`src/rtl/gpio_ctrl.sv`:
```
// gpio_ctrl: memory-mapped LED/switch GPIO with debounced edge-capture interrupt; PWM dimming when GPIO_PWM_EN is defined
module gpio_ctrl #(
  parameter int N_LED = 4,
  parameter int N_SW = 4,
  parameter int DEBOUNCE_CYCLES = 16,
  parameter int ADDR_W = 5
) (
  input  logic              clk,
  input  logic              reset,
  input  logic [N_SW-1:0]   switch,
  output logic [N_LED-1:0]  led,
  input  logic              req,
  input  logic              we,
  input  logic [ADDR_W-1:0] addr,
  input  logic [31:0]       wdata,
  output logic [31:0]       rdata,
  output logic              ready,
  output logic              irq
);
  localparam int CW = $clog2(DEBOUNCE_CYCLES);
  localparam logic [CW-1:0] CNT_MAX = CW'(DEBOUNCE_CYCLES - 1);
  localparam logic [ADDR_W-3:0] A_LED = 0;
  localparam logic [ADDR_W-3:0] A_SW = 1;
  localparam logic [ADDR_W-3:0] A_ES = 2;
  localparam logic [ADDR_W-3:0] A_EN = 3;
  localparam logic [ADDR_W-3:0] A_PWM = 4;
  logic [ADDR_W-3:0] wa;
  logic              wr;
  logic [N_SW-1:0]   s1, s2, deb, edge_set, edge_stat, irq_en;
  logic [CW-1:0]     cnt [N_SW];
  logic [N_LED-1:0]  led_out;
  logic [31:0]       rd, pwm_rd;
  logic              unused;
  assign wa = addr[ADDR_W-1:2];
  assign wr = req & we;
  assign unused = ^{addr[1:0], wdata};
  // a switch is accepted once its synchronised value has differed from the debounced level for the full window
  always_comb begin
    edge_set = '0;
    for (int k = 0; k < N_SW; k++) edge_set[k] = (s2[k] != deb[k]) && (cnt[k] == CNT_MAX);
  end
  // two-flop synchroniser, per-switch debounce counters and debounced levels
  always_ff @(posedge clk or negedge reset) begin
    if (!reset) begin
      s1 <= '0;
      s2 <= '0;
      deb <= '0;
      for (int k = 0; k < N_SW; k++) cnt[k] <= '0;
    end else begin
      s1 <= switch;
      s2 <= s1;
      deb <= deb ^ edge_set;
      for (int k = 0; k < N_SW; k++) cnt[k] <= (s2[k] == deb[k] || edge_set[k]) ? '0 : cnt[k] + CW'(1);
    end
  end
  // control registers; a new edge beats a simultaneous W1C on the same bit
  always_ff @(posedge clk or negedge reset) begin
    if (!reset) begin
      led_out <= '0;
      irq_en <= '0;
      edge_stat <= '0;
    end else begin
      if (wr && wa == A_LED) led_out <= wdata[N_LED-1:0];
      if (wr && wa == A_EN) irq_en <= wdata[N_SW-1:0];
      edge_stat <= (edge_stat & ~((wr && wa == A_ES) ? wdata[N_SW-1:0] : '0)) | edge_set;
    end
  end
  // read mux sees register values from before the current access edge
  always_comb begin
    rd = wa == A_LED ? 32'(led_out) :
         wa == A_SW  ? 32'(deb) :
         wa == A_ES  ? 32'(edge_stat) :
         wa == A_EN  ? 32'(irq_en) :
         wa == A_PWM ? pwm_rd : '0;
  end
  // single-cycle bus response and registered interrupt
  always_ff @(posedge clk or negedge reset) begin
    if (!reset) begin
      ready <= 1'b0;
      rdata <= '0;
      irq <= 1'b0;
    end else begin
      ready <= req;
      rdata <= (req && !we) ? rd : '0;
      irq <= |(edge_stat & irq_en);
    end
  end
`ifdef GPIO_PWM_EN
  logic [7:0] duty, pwm_cnt;
  assign pwm_rd = 32'(duty);
  // free-running PWM counter gates the LED outputs
  always_ff @(posedge clk or negedge reset) begin
    if (!reset) begin
      duty <= 8'hFF;
      pwm_cnt <= '0;
      led <= '0;
    end else begin
      pwm_cnt <= pwm_cnt + 8'd1;
      if (wr && wa == A_PWM) duty <= wdata[7:0];
      led <= led_out & {N_LED{pwm_cnt < duty}};
    end
  end
`else
  assign pwm_rd = '0;
  assign led = led_out;
`endif
endmodule

```
`config.mk`:
```
export PLATFORM = sky130hd
export DESIGN_NAME = gpio_ctrl
export DESIGN_NICKNAME = d
export VERILOG_FILES = /design/src/rtl/gpio_ctrl.sv
export SDC_FILE = /design/constraint.sdc
export NUM_CORES = 1
export LEC_CHECK = 0
export ABC_CLOCK_PERIOD_IN_PS = 1500
export BUFFER_PORTS_ARGS = -buffer_cell sky130_fd_sc_hd__buf_2
export CORE_MARGIN = 2
export CORE_UTILIZATION = 48
export DETAILED_ROUTE_END_ITERATION = 10
export PLACE_DENSITY = 0.79
export SLEW_MARGIN = 20
export SYNTH_ARGS = -nofsm -noshare
export SYNTH_HDL_FRONTEND = slang
export SYNTH_SLANG_ARGS = --single-unit
```
`constraint.sdc`:
```
create_clock -name clk -period 1.5 [get_ports clk]
set_input_delay 0.15 -clock clk [delete_from_list [all_inputs] [get_ports clk]]
set_output_delay 0.15 -clock clk [all_outputs]
set_load 0.02 [all_outputs]
```
# After elaboration in Yosys (flattened, before gate mapping)
# Index checks and enable logic that the tools add are counted.
# Widths: inputs -> output; s select.
[classes] n_bitwise=6 magnitude_cmp=0 mul=0 div_mod_pow=0 n_mux=10 n_reduce_logical=15 shift=0 addsub=4 eq_ne=15
[ops] cell="$mux 4" count=10
[ops] cell="$add 4x1->4 const B" count=4
[ops] cell="$eq 4x4->1 const B" count=4
[ops] cell="$and 4x4->4" count=2
[ops] cell="$logic_and 1x1->1" count=8
[ops] cell="$eq 3x2->1 const B" count=2
[ops] cell="$eq 1x1->1" count=4
[ops] cell="$logic_or 1x1->1" count=4
[ops] cell="$ne 1x1->1" count=4
[ops] cell="$not 4->4" count=1
[ops] cell="$or 4x4->4" count=1
[ops] cell="$reduce_or 4->1" count=1
[ops] cell="$xor 4x4->4" count=1
[ops] cell="$eq 3x1->1 const B" count=1
[ops] cell="$logic_not 3->1" count=1
[ops] cell="$and 1x1->1" count=1
[ops] cell="$logic_not 1->1" count=1
[totals] latch_bits=0 ff_bits=46 memories=0 ram_bits=0 romBits=0 output_inout_bits=38

# Longest topological paths before layout
[depth] ltp_word=6 depth_mapped=4 mapped_depth_nobuf=4

# Worst setup path before layout
# OpenSTA, ideal clock, no wires.
[synth_timing] path_type="reg-to-reg" start="reg cnt[12] (netlist bit)" end="reg (tool-made name)" setup_ns=0.125 stages_incl_launch_ff=4 n_path_buf=0 arrival_time_ns=1.028 setup_slack_ns=0.348 cell_sequence="dfrtp_1 -> ha_1 -> nand3_1 -> mux2_2"
[synth_rtl] element="start, declared" line_no="30" text="logic [CW-1:0] cnt [N_SW];"

# Worst setup path after layout
[layout_timing] start="in req" end="reg irq_en[3]"
[layout_between] elab_chain_cells=2
[layout_lines] element="start, declared" line_no="12" text="input logic req,"
[layout_lines] element="$and 1x1->1" line_no="35" text="assign wr = req & we;"
[layout_lines] element="$logic_and 1x1->1" line_no="64" text="if (wr && wa == A_EN) irq_en <= wdata[N_SW-1:0];"
[layout_lines] element="end signal, assigned" line_no="64"
[layout_lines] element="end, declared" line_no="29" text="logic [N_SW-1:0] s1, s2, deb, edge_set, edge_stat, irq_en;"
# No other way between the ends.
# A chain may end at the register's enable or synchronous reset.

==> impl_metrics.csv <==
group,metric,value,unit
status,status,"finished, final reports clean",
die,fp.dieArea,4940,sq um
cts,cts_made_buffers,5,
logic_synthesis,synthDominantCellAreaShare,0.546,
sta,slew_violations,0,
job,max_cap_viol_count,0,
final_layout,n_antenna_cell,0,
logic_synthesis,synth_most_common_cell,"dfrtp_1",
detailed_routing,drc,0,
place,post-dp-hpwl,2.32,mm
sta,setup_tns,0,ps
logic_synthesis,syn_avg_cell_area,12.5,sq um
worst_setup_path,start_kind,"input port",
cts,postCtsSetupRepairBufs,0,
worst_setup_path,cpPeakStageDelay,530,ps
sta,rsz0062_at_grt,"false",
logic_synthesis,netlist_top_cells_area,"dfrtp_1, buf_4, mux2_4",
logic_synthesis,synth_xor_area_frac,0.0499,
logic_synthesis,synth_top_family_by_area,"buffers and inverters",
worst_setup_path,end_kind,"register",
sta,finalHoldViolations,0,
logic_synthesis,syn_area,2110,sq um
logic_synthesis,synth_edf_count,0,
logic_synthesis,async_flop_share,1.00,
sta,setup_viol,0,
detailed_routing,avgViaCountPerCell,4.75,
die,chipHeight,70.3,um
sta,fmax,718,MHz
logic_synthesis,synth.area.mux_share,0.0973,
die,rows,24,
logic_synthesis,synthDistinctLibCells,26,
power,sw_frac_of_total,0.281,
cts,clock_sinks,46,
worst_setup_path,cp.arrival,1570,ps
place,post_dp_cell_area,2190,sq um
cts,cts_tree,"built",
power,combPwrFrac,0.171,
die,initial_utilization,0.491,
final_layout,nets,254,
worst_setup_path,path_cells,"dlygate4sd3_1, buf_2, and3b_1, nand3_4, mux2_4",
place,gp_congestion,0.743,
place,port_buffers,24,
global_routing,grt_pass1_wl,5.50,mm
logic_synthesis,synth_top_area_cell,"dfrtp_1",
logic_synthesis,synth_fa_ha_area_frac,0.0237,
worst_hold_path,hold_class,"input port to register",
final_layout,final_area,2320,sq um
cts,clockBufferDepth,2,
worst_setup_path,cp_top_family,"buffers and inverters",
worst_setup_path,cp_max_fo,4,
detailed_routing,drt_wl_total,3.20,mm
sta,min_period_over_period,0.929,
cts,cts_max_level,2,
final_layout,area.growth.synth_to_final,10.3,%
die,die_w,70.3,um
global_routing,grt_antenna_before_repair,0,
logic_synthesis,ys_seq_area_frac,0.546,
power,finalPower,0.00261,W
logic_synthesis,ys_seq_elements,46,
global_routing,overflow,0,
power,pwr-share-seq,0.560,
global_routing,grt_pass1_vias,1195,
detailed_routing,dr.pass1.iters,4,
detailed_routing,wl_per_cell,12.5,um
sta,fin_hold_ws,121,ps
die,coreArea,4290,sq um
cts,clk_transition_reported_paths,80,ps
logic_synthesis,synth_cells,169,
worst_setup_path,path_class,"input port to register",
final_layout,drive_gt1_frac,0.254,
sta,finClkSkew,5.61,ps
logic_synthesis,synthSimpleGateAreaFrac,0.0961,
power,switchingPower,0.000731,W
worst_setup_path,required,1680,ps
sta,period_needed,1390,ps
detailed_routing,ant_nets,0,
power,ir_drop,0.000437,V
final_layout,nFillCells,387,
power,p_leak,1.17,nW
power,pwr-share-clk,0.269,
cts,clk_latency,290,ps
detailed_routing,first_iter_violations,108,
worst_setup_path,cp_slowest_cell,"dlygate4sd3_1",
die,top_level_ports,83,
logic_synthesis,ys_top_cells_by_count,"dfrtp_1, buf_4, nor2_1, nand3_1",
power,p_per_area,1120,nW/um^2
power,internal_power,0.00187,W
global_routing,grt_start_max_net_pins,47,
worst_setup_path,critical_path_buf_inv_count,2,
detailed_routing,vias,1220,
logic_synthesis,synth-main-ff-cell,"dfrtp_1",
logic_synthesis,synth_compound_area_frac,0.0623,
logic_synthesis,synth-warning-count,0,
global_routing,grt.total_usage,0.143,
cts,root_buffer,"clkbuf_8",
final_layout,postLayoutCoreUtil,0.541,
==> flip-flops by register name, summed over array words and instances, names as in the netlist, named ones only <==
name / flops
led: 4
cnt: 16
s1: 4
irq: 1
irq_en: 4
ready: 1
rdata: 4
s2: 4
edge_stat: 4
==> cells in the final DEF (no fill, tap or decap), types with 5 or more instances in the layout <==
cell type,instances
conb_1,28
nand3_1,12
clkbuf_8,5
nor2_1,17
dfrtp_1,46
mux2_4,8
dlygate4sd3_1,6
xnor2_1,8
buf_2,24
==> worst paths after layout <==
path                                              endpoint  slack [ps]  cells after the start     start
worst max register to register                    register         270                      3   cnt[12]
max in group asynchronous       asynchronous set/reset pin         930                      3     reset
min in group asynchronous                            s1[0]         360                      3     reset
worst max-delay path                             irq_en[3]         110                      5       req
worst min-delay path                             irq_en[1]         120                      2  wdata[1]
worst min register to register                       s2[0]         350                      0     s1[0]
==> per-stage QoR <==
stage                     worst slack (ps)  std cells
after floorplan                        348        196
after global placement                 299        244
after detailed placement               273        244
after CTS                              123        257
after global routing                  57.2        257
final                                  107        257
==> power by group through the flow <==
stage | Sequential (W) | Clock [W] | Combinational, W
2_1_floorplan | 0.00151 | 0 | 0.000324
3_3_place_gp | 0.00148 | 0 | 0.000430
3_5_place_dp | 0.00149 | 0 | 0.000438
4_1_cts | 0.00146 | 0.000732 | 0.000451
5_1_grt | 0.00148 | 0.000771 | 0.000489
6_report | 0.00146 | 0.000701 | 0.000445
==> cell families after synthesis <==
kind of cell,count (synthesis)
simple gates,38
mux,16
fa+ha+maj,4
flops,46
compound gates,17
other cells,1
xor+xnor,12
buf+inv,35
==> metal layers <==
metal | track usage | share of wire
met3 | 0.0433 | 0.062
met5 | 0 | 0
met2 | 0.219 | 0.48
met4 | 0.0641 | 0.020
met1 | 0.189 | 0.44
==> layout make-up <==
type                    instances  area [sq um]  share of cell area
clock buffers                   5          68.8              0.0296
clock inverters                 2          10.0             0.00431
inverters                       4          15.0             0.00646
multi-input cells             115           800               0.344
flip-flops and latches         46          1150               0.495
well taps                      52          65.1              0.0280
repair buffers                 33           215              0.0926
==> repair_timing <==
| item | in CTS | in global routing |
|---|---|---|
| hold endpoints to repair | 51 | 0 |
| endpoints found under the setup margin | 0 | 0 |
| hold buffers | 6 | 0 |
| gates resized for setup | 0 | 0 |
No activity file was read; power rests on OpenSTA's default activity.
